**src/rtl/core_types_pkg.sv**
```systemverilog
// Shared rename/checkpoint types: tag widths, map image and snapshot slot layout.
// Pure types and constants, no logic.
// No flow control here; consumers define their own handshakes.
package core_types_pkg;

    localparam int NUM_ARCH_REGS    = 32;
    localparam int NUM_PHYS_REGS    = 64;
    localparam int NUM_READ_PORTS   = 4;
    localparam int NUM_RENAME_PORTS = 2;
    localparam int NUM_CHECKPOINTS  = 4;
    localparam int ROB_INDEX_W      = 6;

    localparam int ARCH_TAG_W  = $clog2(NUM_ARCH_REGS);
    localparam int PHYS_TAG_W  = $clog2(NUM_PHYS_REGS);
    localparam int CKPT_ID_W   = $clog2(NUM_CHECKPOINTS);
    localparam int CKPT_CNT_W  = CKPT_ID_W + 1;
    localparam int SAVE_SLOT_W = $clog2(NUM_RENAME_PORTS + 1);

    typedef logic [ARCH_TAG_W-1:0]  arch_reg_tag_t;
    typedef logic [PHYS_TAG_W-1:0]  phys_reg_tag_t;
    typedef logic [ROB_INDEX_W-1:0] ROB_index_t;
    typedef logic [CKPT_ID_W-1:0]   ckpt_id_t;
    typedef logic [CKPT_CNT_W-1:0]  ckpt_cnt_t;
    typedef logic [SAVE_SLOT_W-1:0] save_slot_t;

    // Whole arch->phys map, indexed by arch tag.
    typedef logic [NUM_ARCH_REGS-1:0][PHYS_TAG_W-1:0] map_t;

    typedef struct packed {
        logic       valid;
        ROB_index_t ROB_index;
        map_t       map;
    } map_snapshot_t;

endpackage

```
**src/rtl/rename_map_chain.sv**
```systemverilog
// Intra-group rename chain: previous mapping per port and the map after each port prefix.
// Purely combinational, zero cycles.
// No backpressure; evaluates every cycle from the registered base map.
module rename_map_chain
    import core_types_pkg::*;
(
    input  map_t                        base_map,
    input  logic [NUM_RENAME_PORTS-1:0] rename_valid,
    input  arch_reg_tag_t               rename_arch_tag [NUM_RENAME_PORTS],
    input  phys_reg_tag_t               rename_phys_tag [NUM_RENAME_PORTS],
    output phys_reg_tag_t               old_phys_tag    [NUM_RENAME_PORTS],
    output map_t                        prefix_map      [NUM_RENAME_PORTS+1]
);

    // prefix_map[k] is the map after renames on ports < k; later ports overwrite earlier ones.
    always_comb begin
        map_t m;
        m             = base_map;
        prefix_map[0] = base_map;
        for (int k = 0; k < NUM_RENAME_PORTS; k++) begin
            old_phys_tag[k] = m[rename_arch_tag[k]];
            if (rename_valid[k])
                m[rename_arch_tag[k]] = rename_phys_tag[k];
            prefix_map[k+1] = m;
        end
    end

endmodule

```
**src/rtl/rename_map_ckpt_table.sv**
```systemverilog
// Rename map table with a circular buffer of branch snapshots (save/release/restore).
// Reads and old-mapping returns are combinational; map and slot updates land at the next CLK edge.
// No stall: a save while full is dropped, so dispatch must gate saves on save_ready.
module rename_map_ckpt_table
    import core_types_pkg::*;
(
    input  logic                        CLK,
    input  logic                        nRST,
    input  arch_reg_tag_t               rd_arch_tag         [NUM_READ_PORTS],
    output phys_reg_tag_t               rd_phys_tag         [NUM_READ_PORTS],
    input  logic [NUM_RENAME_PORTS-1:0] rename_valid,
    input  arch_reg_tag_t               rename_arch_tag     [NUM_RENAME_PORTS],
    input  phys_reg_tag_t               rename_phys_tag     [NUM_RENAME_PORTS],
    output phys_reg_tag_t               rename_old_phys_tag [NUM_RENAME_PORTS],
    input  logic                        save_valid,
    input  save_slot_t                  save_slot,
    input  ROB_index_t                  save_ROB_index,
    output logic                        save_ready,
    output ckpt_id_t                    save_ckpt_id,
    input  logic                        restore_valid,
    input  ckpt_id_t                    restore_ckpt_id,
    input  ROB_index_t                  restore_ROB_index,
    output logic                        restore_success,
    input  logic                        release_valid,
    input  ckpt_id_t                    release_ckpt_id,
    output logic                        release_error,
    output ckpt_cnt_t                   ckpt_count
);

    map_t                       work_map;
    map_snapshot_t              ckpt [NUM_CHECKPOINTS];
    ckpt_id_t                   head;
    ckpt_id_t                   tail;
    map_t                       prefix_map [NUM_RENAME_PORTS+1];
    ckpt_cnt_t                  count;
    save_slot_t                 slot_sel;
    logic                       restore_ok;
    logic                       release_drop;
    logic                       release_hit;
    logic                       release_ok;
    logic                       save_acc;
    logic [NUM_CHECKPOINTS-1:0] kill_mask;

    rename_map_chain u_chain (
        .base_map        (work_map),
        .rename_valid    (rename_valid),
        .rename_arch_tag (rename_arch_tag),
        .rename_phys_tag (rename_phys_tag),
        .old_phys_tag    (rename_old_phys_tag),
        .prefix_map      (prefix_map)
    );

    always_comb begin
        for (int i = 0; i < NUM_READ_PORTS; i++)
            rd_phys_tag[i] = work_map[rd_arch_tag[i]];
    end

    // head == tail is ambiguous; the head slot's valid bit tells full from empty.
    always_comb begin
        ckpt_id_t diff;
        diff  = tail - head;
        count = {1'b0, diff};
        if (diff == '0 && ckpt[head].valid)
            count = CKPT_CNT_W'(NUM_CHECKPOINTS);
    end

    assign ckpt_count   = count;
    assign save_ready   = (count < CKPT_CNT_W'(NUM_CHECKPOINTS));
    assign save_ckpt_id = tail;

    assign restore_ok   = restore_valid && ckpt[restore_ckpt_id].valid
                          && (ckpt[restore_ckpt_id].ROB_index == restore_ROB_index);
    assign release_drop = restore_ok && (release_ckpt_id == restore_ckpt_id);
    assign release_hit  = (release_ckpt_id == head) && ckpt[head].valid;
    assign release_ok   = release_valid && release_hit && !release_drop;
    assign save_acc     = save_valid && save_ready && !restore_ok;

    assign restore_success = nRST && restore_ok;
    assign release_error   = nRST && release_valid && !release_hit && !release_drop;

    assign slot_sel = (save_slot > SAVE_SLOT_W'(NUM_RENAME_PORTS))
                      ? SAVE_SLOT_W'(NUM_RENAME_PORTS) : save_slot;

    // Kill the restored slot and every valid slot younger than it (further from head).
    always_comb begin
        ckpt_id_t age_i;
        ckpt_id_t age_r;
        age_r = restore_ckpt_id - head;
        for (int i = 0; i < NUM_CHECKPOINTS; i++) begin
            age_i        = ckpt_id_t'(i) - head;
            kill_mask[i] = restore_ok && ckpt[i].valid && (age_i >= age_r);
        end
    end

    always_ff @(posedge CLK) begin
        if (!nRST) begin
            for (int i = 0; i < NUM_ARCH_REGS; i++)
                work_map[i] <= PHYS_TAG_W'(i);
            for (int i = 0; i < NUM_CHECKPOINTS; i++)
                ckpt[i] <= '0;
            head <= '0;
            tail <= '0;
        end else begin
            if (restore_ok)
                work_map <= ckpt[restore_ckpt_id].map;
            else
                work_map <= prefix_map[NUM_RENAME_PORTS];

            for (int i = 0; i < NUM_CHECKPOINTS; i++)
                if (kill_mask[i])
                    ckpt[i].valid <= 1'b0;

            if (release_ok) begin
                ckpt[head].valid <= 1'b0;
                head             <= head + 1'b1;
            end

            if (save_acc) begin
                ckpt[tail].valid     <= 1'b1;
                ckpt[tail].ROB_index <= save_ROB_index;
                ckpt[tail].map       <= prefix_map[slot_sel];
                tail                 <= tail + 1'b1;
            end

            if (restore_ok)
                tail <= restore_ckpt_id;
        end
    end

endmodule

```
**config.mk**
```make
export PLATFORM = sky130hd
export DESIGN_NAME = rename_map_ckpt_table
export DESIGN_NICKNAME = d
export VERILOG_FILES = /design/src/rtl/core_types_pkg.sv /design/src/rtl/rename_map_chain.sv /design/src/rtl/rename_map_ckpt_table.sv
export SDC_FILE = /design/constraint.sdc
export NUM_CORES = 2
export LEC_CHECK = 0
export CAP_MARGIN = 10
export CORE_AREA = 2 2 475 477
export DETAILED_ROUTE_END_ITERATION = 6
export DIE_AREA = 0 0 477 479
export GPL_TIMING_DRIVEN = 0
export PLACE_DENSITY = 0.46
export SLEW_MARGIN = 15
export SYNTH_ARGS = -nofsm -noshare
export SYNTH_HDL_FRONTEND = slang
export SYNTH_SLANG_ARGS = --single-unit
```
**constraint.sdc**
```tcl
create_clock -name CLK -period 8.8 [get_ports CLK]
set_input_delay 0.88 -clock CLK [delete_from_list [all_inputs] [get_ports CLK]]
set_output_delay 0.88 -clock CLK [all_outputs]
set_load 0.03 [all_outputs]
```
==> flow_metrics.py <==
metrics = {
    "synth": {
        "synth_edf_count": 792,
        "ys_ff_latch": 994,
        "synth_cells": 5212,
        "syn-cell-area_mm2": 0.05780,
        "yosysUniqueCellTypes": 70,
        "synthesis.nets": 5295,
        "yosys_warnings": 0,
        "yosysSeqAreaShare_pct": 48.14,
        "syn_area_per_cell_um2": 11.09,
        "synth_top_flop_cell": "edfxtp_1",
        "ys_async_sr_fraction_pct": 0,
    },
    "detailed_routing": {
        "viasPerCell": 5.709,
        "drt_first_pass_iters": 6,
        "finalWirelength_um": 319200,
        "drtIter0Drc": 6598,
        "wl_per_cell_um": 37.29,
        "num_vias": 48870,
        "ant_nets": 0,
        "drcViolationCount": 0,
    },
    "finish": {
        "syn2layout_area_growth_pct": 16.06,
        "drive_above_1_share_pct": 17.00,
        "nFillCells": 23150,
        "design_area_mm2": 0.06708,
        "seqCellArea_mm2": 0.02783,
        "layout.nets": 5527,
        "multi_input_area_mm2": 0.02753,
        "finish.utilization_pct": 30.00,
    },
    "critical_path": {
        "r2r_end": "ckpt[1][182]",
        "crit_top_cell": "clkbuf_1",
        "slowest_stage": "clkbuf_1",
        "crit_fanout": 10,
        "crit_type": "in2out",
        "reg2regPathDepth": 13,
        "path_cells": "clkdlybuf4s50_1, clkbuf_1, clkbuf_1, clkbuf_1, clkbuf_1, a2111oi_0, o32ai_1, o311a_1, nand4_1, clkdlybuf4s50_1",
        "cp.arrival_ps": 7240,
        "reg2reg_slack_ps": 4120,
        "rr_startpoint": "ckpt[2][194]",
        "worstPathRequired_ps": 7920,
        "max_stage_delay_ps": 1090,
        "end_kind": "output port",
        "worst_setup_path_start_kind": "input port",
    },
    "clock_tree": {
        "cts_buffers": 111,
        "cts_max_path_buffers": 3,
        "cts.sink_count": 994,
        "holdBufCountCts": 0,
        "htree_levels": 3,
        "clk_latency_ps": 790,
        "post_cts_buffers": 0,
        "path_clk_slew_ps": 60,
        "clockRootBuffer": "clkbuf_16",
        "cts_resized": 0,
        "cts_tree": "done",
    },
    "floorplan": {
        "core.rowCount": 174,
        "dieHeight_um": 479,
        "start_util_pct": 25.85,
        "die_x_um": 477,
        "io_pins": 111,
        "dieArea_mm2": 0.2285,
        "coreArea_mm2": 0.2236,
    },
    "global_routing": {
        "grt_pass1_vias": 47420,
        "overflow": 0,
        "grt_pass1_wl_um": 424100,
        "antenna_found_initial": 35,
        "grt_use_total_pct": 27.14,
        "grt_max_degree": 44,
    },
    "timing": {
        "setup_viol": 0,
        "worstMarginPinSlew_ps": 1487,
        "skew_ps": 28.82,
        "finalHoldViolCount": 0,
        "slew_headroom_pct": 0.8882,
        "fmax_ghz": 0.1232,
        "min_period_ps": 8119,
        "timing.hold.ws_ps": 565.5,
        "maxSlewViolCount": 0,
        "post-route-period-util_pct": 92.27,
        "grt_setup_unrepaired": "false",
    },
    "place": {
        "dp_hpwl_um": 240800,
        "post_dp_cell_area_mm2": 0.06337,
        "gp_congestion": 1.050,
        "io_buffers": 87,
    },
    "power": {
        "vdd_drop_max_v": 0.0001345,
        "leakage_nw": 22.66,
        "power.density_mw_per_mm2": 182.1,
        "power.total_mw": 12.22,
    },
    "outcome": {
        "status": "finished, final reports clean",
    },
    "worst_hold_path": {
        "holdCritPathClass": "reg2reg",
        "min_from": "ckpt[3][198]",
        "hold_path_end": "ckpt[3][198]",
        "worst_hold_path.num_cells": 3,
    },
    "run": {
        "drv_cap": 0,
    },
}
where the power goes:
group | internal, mW | switching [mW] | total (mW)
clock | 2.71 | 2.03 | 4.74
combinational | 0.628 | 1.33 | 1.95
sequential | 5.38 | 0.141 | 5.52
area by class of cell:
cell class	instances	area share, %
Antenna cell	29	0.1082
Timing Repair Buffer	119	2.522
Multi-Input combinational cell	3716	41.05
Clock inverter	56	0.8114
Sequential cell	994	41.48
Inverter	18	0.1007
Tap cell	2992	5.581
Buffer	484	3.758
Clock buffer	153	4.590
synthesized netlist by cell type (7+ instances only):
master	count	share of area, %
nand3_1	163	1.4
edfxtp_1	792	41
nor2_1	1171	7.6
buf_1	45	0.29
nand2_1	633	4.1
mux2i_1	212	3.7
a31oi_1	30	0.32
mux2_2	44	0.86
nor3_1	41	0.36
dfxtp_1	202	7.0
clkbuf_1	347	2.3
a211oi_1	93	1.2
buf_6	71	1.4
o32ai_1	7	0.11
o221ai_1	10	0.15
buf_2	17	0.15
ha_1	14	0.30
o22ai_1	14	0.15
o31ai_1	7	0.091
a21oi_1	545	4.7
nand2b_1	10	0.11
xnor2_1	14	0.21
inv_1	17	0.11
nand4_1	11	0.12
o211ai_1	13	0.17
and3_1	25	0.27
mux4_2	501	20
o21ai_0	49	0.42
critical path: cells and delay by family:
family          cells  cell delay, ps
simple gates        1             420
buf+inv             6            4980
compound gates      3             930
through the flow:
step / setup WS [ps] / std cells / TNS, ps
3_3_place_gp: -5868 / 8291 / -4570320
3_5_place_dp: 1105 / 8323 / 0
5_1_grt: 932.0 / 8541 / 0
4_1_cts: 1078 / 8532 / 0
6_report: 680.6 / 8561 / 0
2_1_floorplan: 861.7 / 5212 / 0
per-layer routing:
metal  vias up  GRT usage (%)  share of wire [%]
met2      2833          41.55                 44
met3       840          6.221                8.6
met1     25340          34.83                 40
met5         -              0              0.034
li1      19850              -                  -
met4        12          16.53                7.3
state kept, by name, indices dropped and copies added, names as in the netlist, named ones only:
register,count
ckpt,796
head,2
save_ckpt_id,2
work_map,192
how the worst max path moves through the flow:
| stage | from | endpoint | slack [ps] | cells past startpoint |
|---|---|---|---|---|
| 2_1_floorplan | restore_ckpt_id[0] | ckpt[1][0] | 860 | 13 |
| 5_1_grt | rename_arch_tag[0] | rename_old_phys_tag[3] | 930 | 11 |
| 3_5_place_dp | rename_arch_tag[0] | rename_old_phys_tag[3] | 1110 | 11 |
| 3_3_place_gp | restore_ckpt_id[1] | ckpt[3][182] | -5870 | 13 |
| 6_report | rename_arch_tag[0] | rename_old_phys_tag[5] | 680 | 10 |
| 4_1_cts | rename_arch_tag[0] | rename_old_phys_tag[3] | 1080 | 11 |
placed cells by master (no fill, tap or decap), types with 29 or more instances in the layout:
| cell | count |
|---|---|
| a211oi_1 | 93 |
| a21oi_1 | 545 |
| a31oi_1 | 30 |
| buf_2 | 30 |
| buf_6 | 71 |
| clkbuf_1 | 311 |
| clkbuf_16 | 114 |
| clkbuf_2 | 71 |
| clkdlybuf4s50_1 | 87 |
| dfxtp_1 | 202 |
| diode_2 | 29 |
| edfxtp_1 | 792 |
| mux2_2 | 44 |
| mux2i_1 | 212 |
| mux4_2 | 501 |
| nand2_1 | 629 |
| nand3_1 | 163 |
| nor2_1 | 1169 |
| nor3_1 | 39 |
| o21ai_0 | 49 |
logic make-up after synthesis:
| family | after synthesis | share of synthesized area (%) |
|---|---|---|
| xor+xnor | 17 | 0.2706 |
| compound gates | 811 | 7.997 |
| buf+inv | 502 | 4.297 |
| simple gates | 2115 | 14.87 |
| mux | 757 | 24.05 |
| flops | 994 | 48.14 |
| fa+ha+maj | 16 | 0.3723 |
Note: power is estimated with default switching activity, not from simulation.
